$ cat config.mk
export PLATFORM = sky130hd
export DESIGN_NAME = ram_fifo_ctrl
export DESIGN_NICKNAME = d
export VERILOG_FILES = /design/src/rtl/ram_fifo_ctrl_pkg.sv /design/src/rtl/ram_fifo_ctrl.sv
export SDC_FILE = /design/constraint.sdc
export NUM_CORES = 1
export LEC_CHECK = 0
export ABC_AREA = 1
export CORE_UTILIZATION = 40
export CTS_BUF_LIST = sky130_fd_sc_hd__clkbuf_4 sky130_fd_sc_hd__clkbuf_8 sky130_fd_sc_hd__clkbuf_16
export DETAILED_ROUTE_END_ITERATION = 8
export PLACE_DENSITY_LB_ADDON = 0.25
export SETUP_SLACK_MARGIN = 0.02
export SYNTH_ARGS = -nofsm -noshare
export SYNTH_HDL_FRONTEND = slang
export SYNTH_SLANG_ARGS = --single-unit
$ cat constraint.sdc
create_clock -name clk -period 2 [get_ports clk]
set_input_delay 0.2 -clock clk [delete_from_list [all_inputs] [get_ports clk]]
set_output_delay 0.2 -clock clk [all_outputs]
set_load 0.02 [all_outputs]
$ cat src/rtl/ram_fifo_ctrl_pkg.sv
// Shared definitions for the RAM-backed FIFO controller: FSM state encodings.
package ram_fifo_ctrl_pkg;

  typedef enum logic {
    ST_IDLE    = 1'b0,
    ST_RD_WAIT = 1'b1
  } fifo_state_e;

endpackage

$ cat src/rtl/ram_fifo_ctrl.sv
// FIFO controller driving a single-port synchronous RAM (1-cycle read latency) with one output register.
// Optional watermark output max_level is enabled by defining RAM_FIFO_WATERMARK_EN.
//
// state      | meaning
// ST_IDLE    | port free; a read is issued whenever the RAM holds words and the output slot can take one
// ST_RD_WAIT | read in flight; RAM data_out is captured into rd_data this cycle, port free for a write
module ram_fifo_ctrl
  import ram_fifo_ctrl_pkg::*;
#(
  parameter int DEPTH = 4,
  parameter int WIDTH = 8
) (
  input  logic             clk,
  input  logic             rst,
  input  logic             wr_valid,
  output logic             wr_ready,
  input  logic [WIDTH-1:0] wr_data,
  output logic             rd_valid,
  input  logic             rd_ready,
  output logic [WIDTH-1:0] rd_data,
  output logic [DEPTH+1:0] level,
  output logic             ram_enable,
  output logic             ram_wr_en,
  output logic [DEPTH-1:0] ram_address,
  output logic [WIDTH-1:0] ram_data_in,
  input  logic [WIDTH-1:0] ram_data_out
`ifdef RAM_FIFO_WATERMARK_EN
  ,
  output logic [DEPTH+1:0] max_level
`endif
);

  localparam logic [DEPTH:0]   MEM_FULL  = {1'b1, {DEPTH{1'b0}}};
  localparam logic [DEPTH:0]   COUNT_ONE = {{DEPTH{1'b0}}, 1'b1};
  localparam logic [DEPTH-1:0] PTR_ONE   = {{(DEPTH-1){1'b0}}, 1'b1};

  fifo_state_e      state;
  logic [DEPTH-1:0] wr_ptr;
  logic [DEPTH-1:0] rd_ptr;
  logic [DEPTH:0]   mem_count;
  logic             rd_issue;
  logic             wr_fire;

  // Reads own the port; gating with rst keeps the RAM idle while reset is held.
  assign rd_issue = !rst && (state == ST_IDLE) && (mem_count != '0) && (!rd_valid || rd_ready);
  assign wr_ready = !rst && !rd_issue && (mem_count != MEM_FULL);
  assign wr_fire  = wr_valid && wr_ready;

  assign ram_enable  = rd_issue || wr_fire;
  assign ram_wr_en   = wr_fire;
  assign ram_address = rd_issue ? rd_ptr : wr_ptr;
  assign ram_data_in = wr_data;

  assign level = {1'b0, mem_count}
               + {{(DEPTH+1){1'b0}}, (state == ST_RD_WAIT)}
               + {{(DEPTH+1){1'b0}}, rd_valid};

  always_ff @(posedge clk or posedge rst) begin
    if (rst) begin
      state     <= ST_IDLE;
      wr_ptr    <= '0;
      rd_ptr    <= '0;
      mem_count <= '0;
      rd_valid  <= 1'b0;
      rd_data   <= '0;
    end else begin
      if (wr_fire)
        wr_ptr <= wr_ptr + PTR_ONE;
      if (rd_issue)
        rd_ptr <= rd_ptr + PTR_ONE;

      case ({wr_fire, rd_issue})
        2'b10:   mem_count <= mem_count + COUNT_ONE;
        2'b01:   mem_count <= mem_count - COUNT_ONE;
        default: mem_count <= mem_count;
      endcase

      if (rd_valid && rd_ready)
        rd_valid <= 1'b0;

      case (state)
        ST_IDLE: begin
          if (rd_issue)
            state <= ST_RD_WAIT;
        end
        ST_RD_WAIT: begin
          // refill wins over a same-cycle consume
          rd_data  <= ram_data_out;
          rd_valid <= 1'b1;
          state    <= ST_IDLE;
        end
        default: state <= ST_IDLE;
      endcase
    end
  end

`ifdef RAM_FIFO_WATERMARK_EN
  always_ff @(posedge clk or posedge rst) begin
    if (rst)
      max_level <= '0;
    else if (level > max_level)
      max_level <= level;
  end
`endif

endmodule

==> results_dict.tcl <==
set metrics [dict create \
    final_antenna_net_count 0 \
    cap_violations 0 \
    r2r_setup_slack_ns -0.11 \
    fin_setup_tns_ns -0.2573 \
    port_buffers 33 \
    antenna_found_initial 0 \
    post_drt_wl_per_cell_um 12.43 \
    timing.slew.headroom 0.7893 \
    dp_hpwl_mm 2.440 \
    hold_path_depth 0 \
    crit_path_max_fanout 3 \
    wl_mm 3.357 \
    placed_area_mm2 0.001891 \
    min_to "ram_data_in[5]" \
    tightest_slew_ns 0.3127 \
    cts_hold_buf 0 \
    fin_area_mm2 0.002017 \
    worst_slack_ns -0.1136 \
    grt_max_degree 24 \
    cts_tree "done" \
    gp_congestion 0.8056 \
    ys_ff_latch 23 \
    crit_type "reg2reg" \
    ys_seq_area_frac 0.3990 \
    power_density_mw_per_mm2 1678 \
    final_cell_mix "nand2_1 (59), buf_4 (24), dfrtp_1 (21), clkdlybuf4s50_1 (20), inv_1 (17)" \
    first_global_vias 1163 \
    synthToLayoutAreaGrowth_pct 39.81 \
    antenna_cells 0 \
    rr_startpoint "rd_valid" \
    cts.path.max_buffers 2 \
    die_x_um 62.06 \
    synth.avg_cell_area_um2 8.150 \
    ir_drop_uv 693.7 \
    post-route-period-util 1.057 \
    arrival_ns 2.37 \
    syn-num-nets 205 \
    rr_worst_depth 19 \
    total_power_mw 3.385 \
    drc 0 \
    cts_max_level 1 \
    grt_usage 0.1720 \
    status "finished, violations left" \
    vias 1264 \
    nets 253 \
    fp-row-count 21 \
    start_util 0.4256 \
    cp-start-kind "flip-flop" \
    die_area_mm2 0.003851 \
    drive_gt1_frac 0.3348 \
    fmax_mhz 473.1 \
    clk_latency_ns 0.31 \
    finalClockSkew_ns 0.002077 \
    setup_viol 5 \
    grt_pass1_wl_mm 4.836 \
    pin_count 50 \
    syn-cell-area_mm2 0.001443 \
    end_kind "flip-flop" \
    overflow 0 \
    vias_per_cell 4.681 \
    grt_setup_unrepaired "yes" \
    final_common_cell "nand2_1" \
    drtPass1Iterations 5 \
    place_ws_ns -0.2791 \
    p_leak_nw 1.023 \
    min_from "wr_data[5]" \
    die_h_um 62.06 \
    nFillCells 286 \
    drtIter0Drc 50 \
    maxSlewViolCount 0 \
    root_buffer "clkbuf_4" \
    layout_min_cycle_time_ns 2.114 \
    synth_cell_type_count 27 \
    syn_inst 177 \
    yosys_warnings 0 \
    worst-endpoint-required_ns 2.26 \
    cts_buffers 3 \
    final-hold-violation-count 0 \
    regToRegEndpoint "mem_count[4]" \
    holdCritPathClass "in2out" \
    cts.sinks 23 \
    violations "negative setup slack" \
    core_mm2 0.003390 \
    clkSlewWorstSetupHoldPaths_ns 0.13 \
]
==> through the flow <==
stage | hold WS (ns) | instances | util
floorplan | 0.08701 | 177 | -
global placement | 0.4001 | 262 | 0.5578
detailed placement | 0.4001 | 262 | 0.5578
CTS | 0.4001 | 267 | 0.5640
global route | 0.4000 | 270 | 0.5951
finish | 0.4000 | 270 | 0.5951
==> worst max path at each step <==
stage,startpoint,endpoint,slack [ns],cells past startpoint
CTS,state,level[4],-0.05,7
global placement,rd_ready,mem_count[4],-0.15,17
floorplan,rd_valid,mem_count[4],-0.12,18
finish,rd_valid,mem_count[4],-0.11,19
global route,rd_valid,mem_count[4],-0.20,19
detailed placement,rd_ready,mem_count[4],-0.28,17
==> Yosys cell counts (all sizes together) <==
| master | instances | area share |
|---|---|---|
| a21oi | 2 | 0.0069 |
| nand3b | 2 | 0.010 |
| clkinv | 1 | 0.0061 |
| xor2 | 8 | 0.054 |
| nand4 | 1 | 0.0087 |
| nor3 | 1 | 0.0035 |
| dfrtp | 23 | 0.40 |
| nand3 | 10 | 0.043 |
| fa | 1 | 0.014 |
| ha | 7 | 0.061 |
| nand2 | 67 | 0.18 |
| nor2 | 7 | 0.029 |
| inv | 24 | 0.066 |
| buf | 12 | 0.069 |
| o21ai | 9 | 0.039 |
| xnor2 | 2 | 0.012 |
==> cell families (layout without fill, tap and decap cells) <==
kind of cell	Yosys count	in the layout	share of synthesized area
compound gates	11	11	0.04597
flops	23	23	0.3990
xor+xnor	10	10	0.06592
fa+ha+maj	8	8	0.07459
simple gates	88	88	0.2741
buf+inv	37	84	0.1405
==> worst max-delay path, cell delays in order (launching register included) <==
cell	delay, ns
dfrtp_2	0.38
inv_2	0.05
buf_6	0.11
o21ai_4	0.19
nand2_2	0.09
nand2_2	0.08
nand3_4	0.10
ha_4	0.20
nand2_2	0.06
inv_2	0.05
nor2_4	0.12
ha_4	0.13
inv_2	0.04
nand2_4	0.07
nand3_2	0.08
nand2_1	0.08
nand2_1	0.06
nand2_2	0.07
nand2_2	0.05
nand2_1	0.05
==> per-layer routing <==
metal	global-route usage	routed length, µm	up-vias	part of all wire
met5	0	0	-	0
met4	0.07302	48	0	0.014
met3	0.02277	185	8	0.055
met2	0.3191	1757	45	0.52
met1	0.1961	1365	586	0.41
li1	-	-	625	-
==> sequential cells by signal, summed over array words and instances (netlist names) <==
| signal | flops |
|---|---|
| mem_count | 5 |
| rd_data | 8 |
| rd_ptr | 4 |
| rd_valid | 1 |
| state | 1 |
| wr_ptr | 4 |
==> final cells by class <==
class                           count  area [µm²]  area share
Inverter                           25       110.1     0.05459
Clock buffer                        3       22.52     0.01117
Tap cell                           46       57.56     0.02854
Timing Repair Buffer               55       464.2      0.2301
Multi-Input combinational cell    117       779.5      0.3865
Clock inverter                      1       5.005    0.002481
Sequential cell                    23       578.1      0.2866
==> power by group <==
| group | switching (mW) | leakage, nW | internal [mW] |
|---|---|---|---|
| logic | 1.30 | 0.723 | 1.02 |
| clock network | 0.141 | 0.0177 | 0.0747 |
| registers | 0.160 | 0.282 | 0.687 |
==> timing repair <==
item,in CTS,in global routing
resized for setup,58,28
pin swaps,2,14
endpoints found under the setup margin,16,14
buffers inserted,1,3
(Power assumes the default switching activity.)
==> RTL change 1: new RTL, config.mk and constraints unchanged <==
Register the output `level`; this adds one clock of latency there. The other outputs are not delayed to match.
--- a/src/rtl/ram_fifo_ctrl.sv
+++ b/src/rtl/ram_fifo_ctrl.sv
@@ -51,9 +51,9 @@
   assign ram_address = rd_issue ? rd_ptr : wr_ptr;
   assign ram_data_in = wr_data;
 
-  assign level = {1'b0, mem_count}
-               + {{(DEPTH+1){1'b0}}, (state == ST_RD_WAIT)}
-               + {{(DEPTH+1){1'b0}}, rd_valid};
+  always_ff @(posedge clk) begin
+    level <= {1'b0, mem_count} + {{(DEPTH+1){1'b0}}, (state == ST_RD_WAIT)} + {{(DEPTH+1){1'b0}}, rd_valid};
+  end
 
   always_ff @(posedge clk or posedge rst) begin
     if (rst) begin
Behaviour: not the same (a bounded check fails within 4 cycles, from zero or initial values and one cycle with rst high).
==> RTL change 1 against the original RTL <==
- routed wire length fell by 10%
- clock skew increased by 3.2 ps
- via count rose by 1.5%
- sequential share of layout area grew 3.2 points
- area after synthesis is 9.5% higher
- first-iteration DRC count decreased by 32%
- critical path type unchanged
- power increased by 9.1%
- sequential cell count increased by 6
- highest routed layer unchanged
- non-clock buffer count is 2 higher
- final area is 8.6% higher
- core utilization fell by 0.58 points
- setup slack better by 190 ps
- final cell count is 4.8% higher
- fmax is 9.9% higher
==> RTL change 1: results (changes against the original RTL) <==
### Run status
• finished, final reports clean — status

### Global routing
• 6.866% — fraction of met3 tracks used by global routing, +4.6 points
• 5368 um — first-pass GRT wire length, +11%
• 0 — number of antenna violations at the first check in global routing, unchanged
• 26.95% — met2 routing resource usage after global routing, -5.0 points
• 1,254 — number of global-route vias before repair, +7.8%
• 19.69% — grt met1 use, +0.078 points
• 16.99% — Overall Global Routing Usage, -0.22 points

### Clock network
• 60 ps — register clock-pin slew on the reported worst setup and hold paths, -70 ps
• 5 — TritonCTS buffer count, +2
• 2 — H-tree Lvls, +1
• 280 ps — worst skew pair latency, -30 ps
• sky130_fd_sc_hd__clkbuf_8 — clock root cell

### Logic synthesis
• 6.815% — area share of fa/ha/maj cells after synthesis, -0.64 points
• 7.132% — Post-Synth XOR/XNOR Area, +0.54 points
• 0 — yosys warns, unchanged
• 8.724 um^2 — mean cell area of the mapped netlist, +7.0%
• 79.31% — ys async rst share, -21 points
• 4.913% — share of the synthesized area in compound gates (AO/OA/AOI/OAI), +0.32 points
• 44.06% — proportion of synthesized chip area in sequential cells, +4.2 points
• 209 — Post-Synthesis Net Count, +2.0%
• sky130_fd_sc_hd__dfrtp_1 (36%), sky130_fd_sc_hd__nand2_1 (15%), sky130_fd_sc_hd__dfxtp_1 (7.6%) — synth top area cells
• sky130_fd_sc_hd__nand2_1 (63), sky130_fd_sc_hd__dfrtp_1 (23), sky130_fd_sc_hd__inv_1 (21) — list of most frequent post-synthesis cells

### Hold path
• wr_data[4] — Hold Crit Start

### Critical path
• mem_count[2]$_DFFE_PP0P_ — worst flop-to-flop path startpoint
• 400 ps — Max stage delay on crit path, +20 ps
• 4 — Worst Path Max Fanout, +1
• 80 ps — Register-to-Register Setup Slack, +190 ps
• 16 — Worst Reg-to-Reg Cells, -3
• 2090 ps — CP Data Arrival Time, -280 ps
• sky130_fd_sc_hd__dfrtp_1 — slowest CP cell

### Routing
• 10.62 um — average routed wire per standard cell, -15%
• 34 — starting DRC count in detailed routing, -32%
• 4.534 — number of vias per cell, -3.2%
• 4 — TritonRoute pass-1 iters, -1
• 3006 um — total wire length after detailed routing, -10%

### Pwr
• 41.76% — fraction of power spent switching nets, -5.7 points
• 1.094 nW — LEAKAGE, +6.9%

### STA
• 96.17% — share of the cycle needed by the critical path after routing, -9.5 points
• 5.276 ps — Clock Skew, +3.199 ps
• 291.0 ps — Slew @ Worst Pin, -21.66 ps

### Finish
• 0 — antenna fix cells, unchanged
• rd_data x8, level x6, mem_count x5 — largest registers
• 30.21% — proportion of layout cells with a drive suffix above 1, -3.3 points
• 353 — Filler Cells Inserted, +23%
• 262 — nets, +3.6%

### Placement
• 0.8480 — weighted congestion at the end of routability-driven global placement, +5.3%
• 2205 um — total half-perimeter wirelength after legalization and detailed placement, -9.6%
• -185.9 ps — Post-Place Setup Slack, +93.16 ps

==> RTL change 1: final cells by class <==
| cell class | instances | area [um^2] | area share, % |
|---|---|---|---|
| Clock inverter | 1 | 5.005 | 0.2286 |
| Inverter | 25 | 105.1 | 4.800 |
| Timing Repair Buffer | 57 | 488.0 | 22.29 |
| Multi-Input combinational cell | 116 | 738.2 | 33.71 |
| Tap cell | 48 | 60.06 | 2.743 |
| Sequential cell | 29 | 696.9 | 31.83 |
| Clock buffer | 7 | 96.34 | 4.400 |
==> RTL change 1: logic make-up after synthesis <==
kind of cell / Yosys count
buffers and inverters: 36
XOR/XNOR: 12
AND/OR/NAND/NOR: 85
AO/OA/AOI/OAI: 11
flip-flops: 29
adder cells (fa/ha/maj): 8
==> RTL change 1: worst min-delay path by stage <==
stage | slack, ps | end | cells after the start
after global placement | 400 | ram_data_in[7] | 0
after CTS | 400 | ram_data_in[7] | 0
after detailed placement | 400 | ram_data_in[7] | 0
after floorplan | 90 | mem_count[0]$_DFFE_PP0P_ | 1
after global routing | 400 | ram_data_in[4] | 0
final | 400 | ram_data_in[4] | 0
==> RTL change 1: timing repair <==
item                       CTS  global route
pin swaps                    0             8
buffers inserted             0             1
gates resized for setup      7            27
setup endpoints to repair    7             9
==> RTL change 1: layer usage <==
metal | vias to the layer above | part of all wire, %
li1 | 652 | -
met1 | 579 | 44
met2 | 40 | 46
met3 | 12 | 6.8
met4 | 0 | 2.6
met5 | - | 0
==> RTL change 1: power by group through the flow <==
stage	combinational, mW	sequential, mW	clock (mW)
6_report	2.12	1.05	0.524
4_1_cts	2.05	1.05	0.547
3_5_place_dp	2.08	1.06	0
5_1_grt	2.38	1.08	0.572
3_3_place_gp	2.06	1.05	0
2_1_floorplan	1.14	1.21	0
==> RTL change 1: metrics by stage <==
stage	TNS, ps	area, um^2	hold WS [ps]	utilization [%]
CTS	0	2158	400.1	58.08
finish	0	2190	400.0	58.92
global placement	-1239	2066	400.1	55.59
global route	-153.4	2190	400.0	58.92
detailed placement	-1281	2066	400.1	55.59
floorplan	0	1597	87.04	-
==> RTL change 2: new RTL, same settings <==
Without the edit above. Build with the macro `RAM_FIFO_WATERMARK_EN` defined.
--- a/src/rtl/ram_fifo_ctrl.sv
+++ b/src/rtl/ram_fifo_ctrl.sv
@@ -4,6 +4,8 @@
 // state      | meaning
 // ST_IDLE    | port free; a read is issued whenever the RAM holds words and the output slot can take one
 // ST_RD_WAIT | read in flight; RAM data_out is captured into rd_data this cycle, port free for a write
+`define RAM_FIFO_WATERMARK_EN
+
 module ram_fifo_ctrl
   import ram_fifo_ctrl_pkg::*;
 #(
Check against the original RTL (old outputs only; new: max_level): equivalent (Yosys induction, for registers that start in step).
==> RTL change 2 against the original RTL <==
- the run still ends with setup timing left
- highest routed layer unchanged
- clock skew is 4.3 ps higher
- sequential cell count rose by 6
- area after synthesis rose by 28%
- critical endpoint is now max_level[4]$_DFFE_PP0N_
- routed wire length is 25% higher
- final area grew 39%
- power up 60%
- setup slack got worse by 140 ps
- sequential share of layout area decreased by 2.8 points
- core utilization is 4.6 points higher
==> RTL change 2: results (changes against the original RTL) <==
### Routing
• 1,616 — count of vias placed by the detailed router, +28%
• 212 um — wire length on met3, +15%
• 4 — TritonRoute pass-1 iters, -1
• 1749 um — Met1 Wirelength, +28%
• 12.35 um — average routed wire per standard cell, -0.67%
• 42 — starting DRC count in detailed routing, -16%

### Finish
• 374 — Filler Cells Inserted, +31%
• rd_data x8, max_level x6, mem_count x5 — largest registers
• 41.32% — proportion of layout cells with a drive suffix above 1, +7.8 points
• 340 — Final Non-Filler Cells, +26%

### Clock network
• 70 ps — register clock-pin slew on the reported worst setup and hold paths, -60 ps
• sky130_fd_sc_hd__clkbuf_8 — clock root cell

### Critical path
• adder cells — CP top delay family
• sky130_fd_sc_hd__fa_2 — slowest CP cell
• 2430 ps — CP Data Arrival Time, +60 ps
• 430 ps — Max stage delay on crit path, +50 ps
• 4 — Worst Path Max Fanout, +1

### Logic synthesis
• 209 — Post-Syn Instances, +18%
• 39.24% — proportion of synthesized chip area in sequential cells, -0.65 points
• 29 — Yosys cell types, +7.4%
• 243 — Post-Synthesis Net Count, +19%

### STA
• 15 — final setup violation count, +10
• 6.382 ps — Clock Skew, +4.305 ps
• -253.9 ps — PnR worst setup slack, -140.3 ps
• 375.7 ps — Slew @ Worst Pin, +62.98 ps

### Global routing
• 6989 um — first-pass GRT wire length, +45%
• 30 — pin count of the biggest net entering global routing, +25%
• 18.06% — Overall Global Routing Usage, +0.86 points
• 19.15% — grt met1 use, -0.46 points

### Placement
• 39 — total of buffers placed on input and output ports, +18%
• 321 — placed insts, +23%
• -370.3 ps — Post-Place Setup Slack, -91.15 ps
• 0.7818 — weighted congestion at the end of routability-driven global placement, -3.0%
• 2522 um^2 — Cell Area, Placed, +33%

### Pwr
• 991.0 uV — worst supply voltage drop on vdd, +43%
• 541 uW — reported clock group power, +150%
• 1.389 nW — LEAKAGE, +36%
• 1.11 mW — sequential power, +31%
• 44.19% — fraction of power spent switching nets, -3.2 points
• 3.76 mW — combinational cell power, +62%

### Run status
• finished with violations — status
• setup timing — failing checks

[RTL change 2: changes by cell type after synthesis, sizes merged, moves of 2 or more]
cell / change
mux2: +8
nand3: +8
dfrtp: +6
ha: +6
inv: +6
nand2: -5
o21ai: -2
xnor2: +2
[RTL change 2: cell families (layout without fill, tap and decap cells)]
family	count (synthesis)	after routing	synth area share (%)
XOR/XNOR	11	11	5.616
multiplexers	8	8	4.872
flip-flops	29	29	39.24
AND/OR/NAND/NOR	91	91	23.48
adder cells (fa/ha/maj)	14	14	9.878
AO/OA/AOI/OAI	13	13	5.142
buffers and inverters	43	122	11.77
[RTL change 2: worst paths after layout]
kind	from	to	slack, ps	depth (start not counted)
max	rd_valid$_DFFE_PP0P_	max_level[4]$_DFFE_PP0N_	-250	10
min	wr_data[0]	ram_data_in[0]	400	0
max reg2reg	rd_valid$_DFFE_PP0P_	max_level[4]$_DFFE_PP0N_	-250	10
min reg2reg	max_level[5]$_DFFE_PP0N_	max_level[5]$_DFFE_PP0N_	500	2
max in group asynchronous	rst	rd_valid$_DFFE_PP0P_	1170	3
min in group asynchronous	rst	rd_ptr[1]$_DFFE_PP0P_	530	3
[RTL change 2: what timing repair did]
item                       CTS  global route
cloned                       0             0
pin swaps                    3             4
setup buffers                0            11
resized for setup           54            38
setup endpoints to repair   22            18
[RTL change 2: through the flow]
step	setup TNS, ps	hold WS [ps]
2_1_floorplan	-1908	124.9
3_3_place_gp	-2867	400.1
3_5_place_dp	-3749	400.1
4_1_cts	-1902	400.1
5_1_grt	-4232	400.1
6_report	-2223	400.0
[RTL change 2: layout make-up]
class / instances / share of cell area (%)
clock inverter: 1 / 0.1779
multi-input combinational: 137 / 36.88
inverter: 30 / 4.315
timing repair buffer: 84 / 27.05
tap: 52 / 2.313
clock buffer: 7 / 3.425
sequential: 29 / 25.85
